File: src/rtl/obstacle_pkg.sv
// obstacle_pkg: shared state type and helper math for the obstacle bank
package obstacle_pkg;
  typedef enum logic [1:0] {IDLE, RUN, FROZEN} obs_state_t;
  function automatic logic [31:0] lfsr_next(input logic [31:0] state, input logic [31:0] taps);
    return {state[30:0], ^(state & taps)};
  endfunction
  function automatic logic [31:0] gap_clamp(input logic [31:0] v, input logic [31:0] lo, input logic [31:0] hi);
    return v <= lo ? lo : v >= hi ? hi : v;
  endfunction
endpackage

File: src/rtl/obstacle_bank_if.sv
// obstacle_bank_if: game-control inputs and bar outputs of the obstacle bank
interface obstacle_bank_if #(
  parameter int N_BARS = 3,
  parameter int X_W    = 10,
  parameter int Y_W    = 9,
  parameter int LFSR_W = 9
);
  logic                    game_start;
  logic                    lose;
  logic                    restart;
  logic [9:0]              score;
  logic [LFSR_W-1:0]       seed_in;
  logic [N_BARS*X_W-1:0]   x_bar;
  logic [N_BARS*Y_W-1:0]   y_gap;
  logic [N_BARS-1:0]       wraps;
  logic [N_BARS-1:0]       pass;
  logic [1:0]              level;
  modport master (output game_start, lose, restart, score, seed_in,
                  input  x_bar, y_gap, wraps, pass, level);
  modport slave  (input  game_start, lose, restart, score, seed_in,
                  output x_bar, y_gap, wraps, pass, level);
endinterface

File: src/rtl/bar_tick_div.sv
// bar_tick_div: period counter that pulses tick on its last count and wraps to zero
module bar_tick_div #(
  parameter int W = 32
) (
  input  logic         clk,
  input  logic         rst,
  input  logic         en,
  input  logic         clr,
  input  logic [W-1:0] period,
  output logic         tick
);
  logic [W-1:0] cnt_q, cnt_d;
  // >= keeps a freshly shortened period from overrunning
  always_comb begin
    tick  = en && cnt_q >= period - 1'b1;
    cnt_d = clr ? '0 : !en ? cnt_q : tick ? '0 : cnt_q + 1'b1;
  end
  // counter register
  always_ff @(posedge clk) begin
    if (rst) cnt_q <= '0;
    else cnt_q <= cnt_d;
  end
endmodule

File: src/rtl/obstacle_bank.sv
// obstacle_bank: scrolling bar generator with shared LFSR gaps and score-driven speed
module obstacle_bank
  import obstacle_pkg::*;
#(
  parameter int unsigned N_BARS     = 3,
  parameter int unsigned X_W        = 10,
  parameter int unsigned Y_W        = 9,
  parameter int unsigned LFSR_W     = 9,
  parameter logic [LFSR_W-1:0] LFSR_TAPS = 9'h1AC,
  parameter int unsigned START_X    = 400,
  parameter int unsigned SPACING    = 240,
  parameter int unsigned GAP_MIN    = 120,
  parameter int unsigned GAP_MAX    = 360,
  parameter int unsigned SPEED_L1   = 300000,
  parameter int unsigned SPEED_L2   = 225000,
  parameter int unsigned SPEED_L3   = 150000,
  parameter int unsigned LVL2_SCORE = 5,
  parameter int unsigned LVL3_SCORE = 15,
  parameter int unsigned BIRD_X     = 100
) (
  input logic             clk_25MHz,
  input logic             reset,
  obstacle_bank_if.slave  bus
);
  localparam logic [X_W-1:0] X_WRAP = X_W'(N_BARS*SPACING - 1);
  localparam logic [X_W-1:0] X_BIRD = X_W'(BIRD_X);
  localparam logic [Y_W-1:0] Y_MID  = Y_W'((GAP_MIN + GAP_MAX) / 2);
  localparam logic [9:0]     LVL2   = 10'(LVL2_SCORE);
  localparam logic [9:0]     LVL3   = 10'(LVL3_SCORE);

  obs_state_t        state_q, state_d;
  logic [1:0]        level_q, level_d;
  logic [LFSR_W-1:0] lfsr_q, lfsr_d, seed, lfsr_step;
  logic [N_BARS-1:0] wrap_hit, pass_hit, wraps_q, pass_q;
  logic [Y_W-1:0]    gap_new;
  logic [31:0]       period;
  logic              tick, reload;

  // run/frozen/restart sequencing
  always_comb begin
    state_d = (state_q == IDLE && bus.game_start && !bus.lose) ? RUN :
              (state_q == RUN && bus.lose)                     ? FROZEN :
              (state_q == FROZEN && bus.restart)               ? IDLE : state_q;
    reload  = state_d == IDLE;
  end

  // speed level, period lookup and shared LFSR advance
  always_comb begin
    level_d   = bus.score < LVL2 ? 2'd0 : bus.score < LVL3 ? 2'd1 : 2'd2;
    period    = level_q == 2'd0 ? 32'(SPEED_L1) : level_q == 2'd1 ? 32'(SPEED_L2) : 32'(SPEED_L3);
    seed      = bus.seed_in == '0 ? LFSR_W'(1) : bus.seed_in;
    lfsr_step = LFSR_W'(lfsr_next(32'(lfsr_q), 32'(LFSR_TAPS)));
    lfsr_d    = state_q == IDLE ? seed : |wrap_hit ? (lfsr_step == '0 ? LFSR_W'(1) : lfsr_step) : lfsr_q;
    gap_new   = Y_W'(gap_clamp(32'(lfsr_q), GAP_MIN, GAP_MAX));
  end

  // the lose cycle is masked so a coinciding tick cannot move the bars
  bar_tick_div #(.W(32)) u_div (
    .clk    (clk_25MHz),
    .rst    (reset),
    .en     (state_q == RUN && !bus.lose),
    .clr    (reload),
    .period (period),
    .tick   (tick)
  );

  // shared control registers
  always_ff @(posedge clk_25MHz) begin
    if (reset) begin
      state_q <= IDLE;
      level_q <= '0;
      lfsr_q  <= seed;
      wraps_q <= '0;
      pass_q  <= '0;
    end else begin
      state_q <= state_d;
      level_q <= level_d;
      lfsr_q  <= lfsr_d;
      wraps_q <= wrap_hit;
      pass_q  <= pass_hit;
    end
  end

  for (genvar i = 0; i < N_BARS; i++) begin : g_bar
    localparam logic [X_W-1:0] X0 = X_W'(START_X + i*SPACING);
    logic [X_W-1:0] x_q, x_d;
    logic [Y_W-1:0] y_q, y_d;
    assign wrap_hit[i] = tick && x_q == '0;
    assign pass_hit[i] = tick && x_q == X_BIRD;
    // scroll left, respawn at the far edge with a fresh gap
    always_comb begin
      x_d = reload ? X0 : wrap_hit[i] ? X_WRAP : tick ? x_q - 1'b1 : x_q;
      y_d = reload ? Y_MID : wrap_hit[i] ? gap_new : y_q;
    end
    // bar position and gap registers
    always_ff @(posedge clk_25MHz) begin
      if (reset) begin
        x_q <= X0;
        y_q <= Y_MID;
      end else begin
        x_q <= x_d;
        y_q <= y_d;
      end
    end
    assign bus.x_bar[i*X_W +: X_W] = x_q;
    assign bus.y_gap[i*Y_W +: Y_W] = y_q;
  end

  assign bus.wraps = wraps_q;
  assign bus.pass  = pass_q;
  assign bus.level = level_q;
endmodule

File: src/flat_wrapper.sv
// flat-port wrapper written by rule: the top's interface ports become plain ports
module obstacle_bank_flat import obstacle_pkg::*;
#(
  parameter int unsigned N_BARS     = 3,
  parameter int unsigned X_W        = 10,
  parameter int unsigned Y_W        = 9,
  parameter int unsigned LFSR_W     = 9,
  parameter logic [LFSR_W-1:0] LFSR_TAPS = 9'h1AC,
  parameter int unsigned START_X    = 400,
  parameter int unsigned SPACING    = 240,
  parameter int unsigned GAP_MIN    = 120,
  parameter int unsigned GAP_MAX    = 360,
  parameter int unsigned SPEED_L1   = 300000,
  parameter int unsigned SPEED_L2   = 225000,
  parameter int unsigned SPEED_L3   = 150000,
  parameter int unsigned LVL2_SCORE = 5,
  parameter int unsigned LVL3_SCORE = 15,
  parameter int unsigned BIRD_X     = 100
)
  (clk_25MHz, reset, bus_game_start, bus_lose, bus_restart, bus_score, bus_seed_in, bus_x_bar, bus_y_gap, bus_wraps, bus_pass, bus_level);
  obstacle_bank_if #(.N_BARS(N_BARS), .X_W(X_W), .Y_W(Y_W), .LFSR_W(LFSR_W)) bus_i ();
  input logic clk_25MHz;
  input logic reset;
  input wire logic [$bits(bus_i.game_start)-1:0] bus_game_start;
  input wire logic [$bits(bus_i.lose)-1:0] bus_lose;
  input wire logic [$bits(bus_i.restart)-1:0] bus_restart;
  input wire logic [$bits(bus_i.score)-1:0] bus_score;
  input wire logic [$bits(bus_i.seed_in)-1:0] bus_seed_in;
  output wire logic [$bits(bus_i.x_bar)-1:0] bus_x_bar;
  output wire logic [$bits(bus_i.y_gap)-1:0] bus_y_gap;
  output wire logic [$bits(bus_i.wraps)-1:0] bus_wraps;
  output wire logic [$bits(bus_i.pass)-1:0] bus_pass;
  output wire logic [$bits(bus_i.level)-1:0] bus_level;
  assign bus_i.game_start = bus_game_start;
  assign bus_i.lose = bus_lose;
  assign bus_i.restart = bus_restart;
  assign bus_i.score = bus_score;
  assign bus_i.seed_in = bus_seed_in;
  assign bus_x_bar = bus_i.x_bar;
  assign bus_y_gap = bus_i.y_gap;
  assign bus_wraps = bus_i.wraps;
  assign bus_pass = bus_i.pass;
  assign bus_level = bus_i.level;
  obstacle_bank #(.N_BARS(N_BARS), .X_W(X_W), .Y_W(Y_W), .LFSR_W(LFSR_W), .LFSR_TAPS(LFSR_TAPS), .START_X(START_X), .SPACING(SPACING), .GAP_MIN(GAP_MIN), .GAP_MAX(GAP_MAX), .SPEED_L1(SPEED_L1), .SPEED_L2(SPEED_L2), .SPEED_L3(SPEED_L3), .LVL2_SCORE(LVL2_SCORE), .LVL3_SCORE(LVL3_SCORE), .BIRD_X(BIRD_X)) u_core (.clk_25MHz(clk_25MHz), .reset(reset), .bus(bus_i));
endmodule
File: config.mk
export PLATFORM = sky130hd
export DESIGN_NAME = obstacle_bank_flat
export DESIGN_NICKNAME = d
export VERILOG_FILES = /design/src/rtl/obstacle_pkg.sv /design/src/rtl/obstacle_bank_if.sv /design/src/rtl/bar_tick_div.sv /design/src/rtl/obstacle_bank.sv /design/src/flat_wrapper.sv
export SDC_FILE = /design/constraint.sdc
export NUM_CORES = 1
export LEC_CHECK = 0
export ABC_AREA = 1
export BUFFER_PORTS_ARGS = -buffer_cell sky130_fd_sc_hd__buf_2
export CAP_MARGIN = 30
export CORE_MARGIN = 5
export CORE_UTILIZATION = 35
export DETAILED_ROUTE_END_ITERATION = 8
export SYNTH_ARGS = -nofsm -noshare
export SYNTH_HDL_FRONTEND = slang
export SYNTH_HIERARCHICAL = 1
export SYNTH_SLANG_ARGS = --single-unit
export TNS_END_PERCENT = 5
File: constraint.sdc
create_clock -name clk_25MHz -period 5.2 [get_ports clk_25MHz]
set_clock_uncertainty 0.2 [all_clocks]
set_input_delay 0.52 -clock clk_25MHz [delete_from_list [all_inputs] [get_ports clk_25MHz]]
set_output_delay 0.52 -clock clk_25MHz [all_outputs]
set_load 0.005 [all_outputs]
==> results of run 1 <==
synth_stat cells (all sizes together):
library cell,number,share of area [%]
o21ai,28,2.1
edfxtp,9,3.9
ha,40,7.2
o22ai,3,0.27
nor4,3,0.36
nor2b,1,0.091
nand3,83,7.0
o21a,1,0.11
nand4,27,2.8
nor2,196,13
xnor2,20,2.5
clkinv,1,0.054
a21o,1,0.11
conb,2,0.11
dfxtp,99,29
a21oi,23,1.7
nand2,251,14
or2,3,0.31
nand3b,1,0.11
nor3,15,1.6
o21bai,3,0.33
and3,1,0.091
clkbuf,1,0.054
a21boi,2,0.22
buf,15,1.4
xor2,38,4.8
inv,127,6.9
mux2i,1,0.14
where the power goes:
group	internal, mW	leakage (nW)	switching [mW]
sequential	0.850	0.893	0.0131
combinational	0.0595	2.87	0.123
clock	0.441	0.165	0.321
total	1.35	3.93	0.457
worst paths after layout:
check,slack [ns],cells past startpoint,start,endpoint
worst max-delay path,0.92,21,u_core/bus.level[1],u_core/lfsr_q[6]
worst min-delay path,0.26,2,u_core/g_bar[2].y_q[3],u_core/g_bar[2].y_q[3]
worst max register to register,0.92,21,u_core/bus.level[1],u_core/lfsr_q[6]
worst min register to register,0.26,2,u_core/g_bar[2].y_q[3],u_core/g_bar[2].y_q[3]
logic make-up after synthesis:
family	synth area share, %
XOR/XNOR	7.36
multiplexers	0.145
AND/OR/NAND/NOR	39.2
AO/OA/AOI/OAI	4.78
other	0.109
adder cells (fa/ha/maj)	7.25
buffers and inverters	8.50
flip-flops	32.6
layout by cell type (no fill, tap or decap), types with 23 or more instances in the layout:
cell type and n:
sky130_fd_sc_hd__buf_2 88, sky130_fd_sc_hd__xor2_1 38, sky130_fd_sc_hd__nand2_1 245, sky130_fd_sc_hd__o21ai_0 26
sky130_fd_sc_hd__dfxtp_1 99, sky130_fd_sc_hd__nand4_1 24, sky130_fd_sc_hd__conb_1 52, sky130_fd_sc_hd__ha_1 40
sky130_fd_sc_hd__nand3_1 74, sky130_fd_sc_hd__inv_1 108, sky130_fd_sc_hd__nor2_1 171, sky130_fd_sc_hd__a21oi_1 23
registers in the layout, summed over array words and instances, names as in the netlist:
signal / flops
u_core/g_bar.x_q: 30
u_core/bus.pass: 3
u_core/bus.wraps: 3
u_core/u_div/cnt_q: 32
u_core/lfsr_q: 9
u_core/g_bar.y_q: 27
u_core/bus.level: 2
u_core/state_q: 2
per-stage QoR:
step | utilization [%] | cells | hold slack, ns
finish | 41.9 | 1403 | 0.257
global route | 41.9 | 1403 | 0.266
CTS | 41.9 | 1403 | 0.246
detailed placement | 40.2 | 1387 | 0.240
global placement | 40.0 | 1386 | 0.243
floorplan | - | 1045 | 0.241
final cells by class:
class                   instances  area, um2  share of cell area, %
multi-input cells             793       4250                   52.2
flip-flops and latches        108       2250                   27.6
repair buffers                 93        498                   6.11
inverters                     128        483                   5.92
well taps                     265        332                   4.07
clock buffers                  10        239                   2.93
clock inverters                 6       93.8                   1.15
critical path: cells and delay by family (launching register included):
family	cells	cell delay, ns
fa+ha+maj	1	0.26
buf+inv	3	0.60
flops	1	0.42
simple gates	15	2.05
xor+xnor	1	0.18
compound gates	1	0.15
routing by layer:
layer,up-vias,part of all wire [%]
met5,-,0
met4,0,1.2
met3,16,4.9
met2,104,46
met1,2716,48
li1,3378,-
==> implementation parameters, run 1 <==
Parameter                              Value

Critical path
  Setup crit start kind    flop
  Class of the most critical setup path    flop to flop
  WP data required    roughly 5 ns
  Slowest cell delay on critical path    0.51 ns
  Cell breakdown of the critical path    inv_1 -> nand2_1 -> inv_1 -> nor2_1 -> nand3_2 -> xor2_1 -> ha_1 -> a21oi_1 -> nor2_1 -> nor2_1 -> nand2_1 -> nand2_1 -> nand2_1 -> nand2_1 -> nand2_1 -> nand2_1 -> inv_1 -> nand2_1 -> nor2_1 -> nand2_1 -> nand4_1
  Library cell contributing the largest single delay on the critical path    sky130_fd_sc_hd__nand4_1
  Most repeated library cell on the critical path    sky130_fd_sc_hd__nand2_1
  Worst path arrival time    4.02 ns
  Kind of end point of the critical path    flop
  Largest driver fanout on the critical path    14

Clocking
  Clock-pin transition on the worst setup and hold timing paths    0.07 ns
  Skew-Pair Late Insertion Delay    0.35 ns
  Clock buffer count from CTS    9
  Number of buffers inserted to repair setup after CTS    0
  Cells resized by post-CTS repair    0
  Sink count of the clock tree    108
  CTS Hold Bufs    0
  Number of H-tree levels    3
  TritonCTS clock tree    yes
  Root Driver    sky130_fd_sc_hd__clkbuf_16
  Max clock buf depth    2

Global routing
  Global-route total usage across every layer    15.6%
  Most crowded layer after global routing    met2
  Number of antenna violations at the first check in global routing    0
  Maximum number of pins on one net before global-route repair    36
  Met2 track utilization from global routing    26.5%
  Global-route met3 utilization    3.70%
  Wire length of the first global-routing pass    between 20000 and 30000 um
  Number of global-route vias before repair    6067
  Overflow after GRT    0
  GR Util met1    roughly a fifth

Die
  Chip width    150 um
  Number of placed I/O pins    89
  Total core area    0.0195 mm2
  Row Count    51
  Area enclosed by the die boundary    0.0226 mm2
  Chip height    150 um
  Initial core utilization    between 30% and 40%

Timing
  Final Slew Violations    0
  Setup repair after global routing missed its margin    no
  Headroom to the max-slew limit    about 53%
  Final setup violation count    0
  Final Worst Setup Slack    about 0.92 ns
  Upper clock frequency limit    0.234 GHz
  Number of endpoints with negative hold slack in the final report    0
  Slew at the pin closest to its max-slew limit    a little over 0.7 ns
  Period minus WS final    4.28 ns
  Setup Total Neg Slack    0 ns
  Share of the clock period used by the worst path    82.3%

Place
  Final weighted congestion in routability-driven placement    0.863
  Area post-placement    a little under 0.008 mm2
  Hpwl dp    13500 um
  Setup WS pre-CTS    0.911 ns
  Port Buffers    88

Yosys
  Average cell area after synthesis    6.94 um2
  Synthesized instance count    ~1000
  Number of warnings reported in the yosys synthesis log    6
  Mapped Area    0.00691 mm2
  Count of unique library cells instantiated by Yosys    a little under 50
  Number of register bits inferred by synthesis    around 110
  Proportion of synthesized chip area in sequential cells    32.6%

Final layout
  Layout cell share with drive strength beyond 1    15.8%
  Design area    around 0.0082 mm2
  Area delta synth->final    18.0%
  Antenna fix cells    0
  Fin nets    approximately 1200
  Filler cell count    2068

Routing
  Via-to-Cell Ratio    4.43
  DRC Markers    0
  Initial detailed-routing violation count    roughly 210
  Final wirelength    17000 um
  Number of nets with antenna violations after detailed routing    0
  First-pass DRT Iterations    5
  Average wire per standard cell    12.1 um
  Detailed-route via count    between 6000 and 7000

Power and ir drop
  Power after layout    1.81 mW
  PwrDens    222 mW/mm2
  Peak ir drop on the vdd network    approximately 0.15 mV
  Pleak    3.93 nW

Run
  Maximum Capacitance Violations    0

Min path
  Tightest Hold Check Type    flop to flop

Run status
  Run status    finished clean
Power figures use the tool's default switching activity.
==> run 2: changes to the inputs <==
==> constraint.sdc (replaced) <==
create_clock -name clk_25MHz -period 4.15 [get_ports clk_25MHz]
set_clock_uncertainty 0.2 [all_clocks]
set_input_delay 0.415 -clock clk_25MHz [delete_from_list [all_inputs] [get_ports clk_25MHz]]
set_output_delay 0.415 -clock clk_25MHz [all_outputs]
set_load 0.005 [all_outputs]
==> run 2 against run 1 <==
  * First-iteration DRC count is 35% higher
  * Via count is 0.85% higher
  * Highest routed layer is now met5
  * Core utilization is 0.090 points lower
==> implementation parameters, run 2 (same netlist as run 1, synthesis figures left out) <==
Parameter                              Value

Run status
  Run status    finished clean

Min path
  Tightest Hold Check Type    input pin to flop

Critical path
  Class of the most critical setup path    flop to flop
  Worst path arrival time    between 3 and 4 ns
  Combined buffer and inverter count along the critical path    4
  Library cell contributing the largest single delay on the critical path    sky130_fd_sc_hd__nand4_1
  Cell breakdown of the critical path    inv_1 -> nand2_2 -> inv_1 -> nor2_1 -> nand3_2 -> xor2_1 -> ha_1 -> a21oi_1 -> nor2_1 -> nor2_1 -> nand2_1 -> nand2_1 -> nand2_1 -> nand2_1 -> nand2_1 -> nand2_1 -> clkinvlp_4 -> buf_4 -> nand4_1 -> nand4_1
  Setup crit start kind    flop
  Kind of end point of the critical path    flop
  Most repeated library cell on the critical path    sky130_fd_sc_hd__nand2_1
  Largest driver fanout on the critical path    9
  WP data required    3.90 ns
  Worst path top cell family by delay    simple AND/OR/NAND/NOR gates
  Slowest cell delay on critical path    0.43 ns

Power and ir drop
  PwrDens    approximately 270 mW/mm2
  Sequential Power Share    50.1%
  Power after layout    around 2.2 mW
  Peak ir drop on the vdd network    slightly below 0.2 mV
  Internal power contribution    1.60 mW
  Sw frac    25.7%
  Pleak    3.91 nW
  Part of the power in combinational logic    10.3%
  Total net switching power    0.555 mW
  Fraction of power consumed by the clock network    between 30% and 40%

Final layout
  Antenna fix cells    0
  Register name with the most flops    u_core/u_div/cnt_q
  Filler cell count    2100
  Fin nets    1202
  Sequential cell area    around 0.0023 mm2
  Multi-input gate area in the final layout    0.00426 mm2
  Fin util    41.8%
  Layout cell share with drive strength beyond 1    around 16%
  Top Registers    u_core/u_div/cnt_q x32, u_core/g_bar.x_q x30, u_core/g_bar.y_q x27
  Number of flip-flops under the largest register name    32
  Most frequent standard cell in the layout excluding fill and tap cells    sky130_fd_sc_hd__nand2_1
  Leading cell types in the layout, fill and taps excluded    244 x sky130_fd_sc_hd__nand2_1, 171 x sky130_fd_sc_hd__nor2_1, 107 x sky130_fd_sc_hd__inv_1, 99 x sky130_fd_sc_hd__dfxtp_1, 88 x sky130_fd_sc_hd__buf_2
  Area delta synth->final    17.8%

Clocking
  Root Driver    sky130_fd_sc_hd__clkbuf_16
  Clock buffer count from CTS    9
  Sink count of the clock tree    108
  Skew-Pair Late Insertion Delay    between 0.3 and 0.4 ns
  Number of H-tree levels    3
  Max clock buf depth    2
  Clock-pin transition on the worst setup and hold timing paths    about 0.070 ns
  TritonCTS clock tree    yes
  CTS Hold Bufs    0

Place
  Final weighted congestion in routability-driven placement    0.842
  Hpwl dp    13600 um
  Port Buffers    88

Routing
  Initial detailed-routing violation count    278
  Number of nets with antenna violations after detailed routing    0
  Detailed-route via count    6267
  First-pass DRT Iterations    5
  Via-to-Cell Ratio    4.45
  Average wire per standard cell    12.1 um
  DRC Markers    0
  Final wirelength    17100 um

Timing
  Slew at the pin closest to its max-slew limit    0.751 ns
  Share of the clock period used by the worst path    90.9%
  Upper clock frequency limit    0.265 GHz
  Setup repair after global routing missed its margin    no
  Number of endpoints with negative hold slack in the final report    0
  Period minus WS final    approximately 3.8 ns
  Final setup violation count    0
  Headroom to the max-slew limit    49.9%
  Final Slew Violations    0
  Setup Total Neg Slack    0 ns

Die
  Total core area    approximately 0.019 mm2
  Chip height    150 um
  Chip width    150 um
  Row Count    just over 50
  Area enclosed by the die boundary    0.0226 mm2
  Number of placed I/O pins    89
  Initial core utilization    35.5%

Global routing
  Number of global-route vias before repair    between 5000 and 6000
  Global-route total usage across every layer    15.8%
  Wire length of the first global-routing pass    28600 um
  Number of antenna violations at the first check in global routing    1
  Overflow after GRT    0
  Maximum number of pins on one net before global-route repair    36

Run
  Maximum Capacitance Violations    0
==> run 2: worst min-delay path: cells and delay by family <==
family | cells | cell delay, ns
AOI/OAI and AO/OA | 1 | 0.05
buffers and inverters | 1 | 0.09
and+or+nand+nor | 1 | 0.04
==> run 2: worst paths after layout <==
kind | from | endpoint | slack, ns | cells after the start
worst max register to register | u_core/bus.level[1] | u_core/lfsr_q[0] | 0.38 | 20
worst min register to register | u_core/g_bar[2].y_q[2] | u_core/g_bar[2].y_q[2] | 0.25 | 2
worst max-delay path | u_core/bus.level[1] | u_core/lfsr_q[0] | 0.38 | 20
worst min-delay path | bus_seed_in[6] | u_core/lfsr_q[6] | 0.15 | 3
==> run 2: metrics by stage <==
stage	instance area (um2)	instances	hold WS (ns)	setup WS, ns
4_1_cts	8130	1408	0.144	0.330
2_1_floorplan	7090	1045	0.241	0.533
3_3_place_gp	7840	1392	0.224	0.463
3_5_place_dp	7840	1392	0.235	0.350
6_report	8130	1408	0.152	0.376
5_1_grt	8130	1408	0.164	0.0645
==> run 2: repair_timing <==
item | 4_1_cts | 5_1_grt
buffers inserted | 0 | 0
hold endpoints to repair | 0 | 0
resized for setup | 0 | 2
endpoints found under the setup margin | 0 | 7
==> run 2: cell type report <==
| type | count | area share (%) |
|---|---|---|
| Sequential cell | 108 | 27.7 |
| Timing Repair Buffer | 98 | 6.34 |
| Clock inverter | 7 | 0.815 |
| Inverter | 128 | 5.98 |
| Multi-Input combinational cell | 793 | 52.3 |
| Tap cell | 265 | 4.08 |
| Clock buffer | 9 | 2.77 |
==> run 2: routing by layer <==
metal / GRT usage (%) / part of all wire, % / vias to the layer above
met5: 0 / 0.094 / -
met4: 5.26 / 1.6 / 2
met3: 3.67 / 5.6 / 20
met2: 26.1 / 46 / 120
met1: 20.3 / 46 / 2736
li1: - / - / 3389
==> run 2: power groups by stage <==
stage | clock network (mW) | logic, mW | registers (mW)
floorplan | 0 | 0.173 | 1.10
global placement | 0 | 0.218 | 1.11
detailed placement | 0 | 0.219 | 1.11
CTS | 0.887 | 0.221 | 1.08
global route | 0.935 | 0.254 | 1.08
finish | 0.854 | 0.223 | 1.08
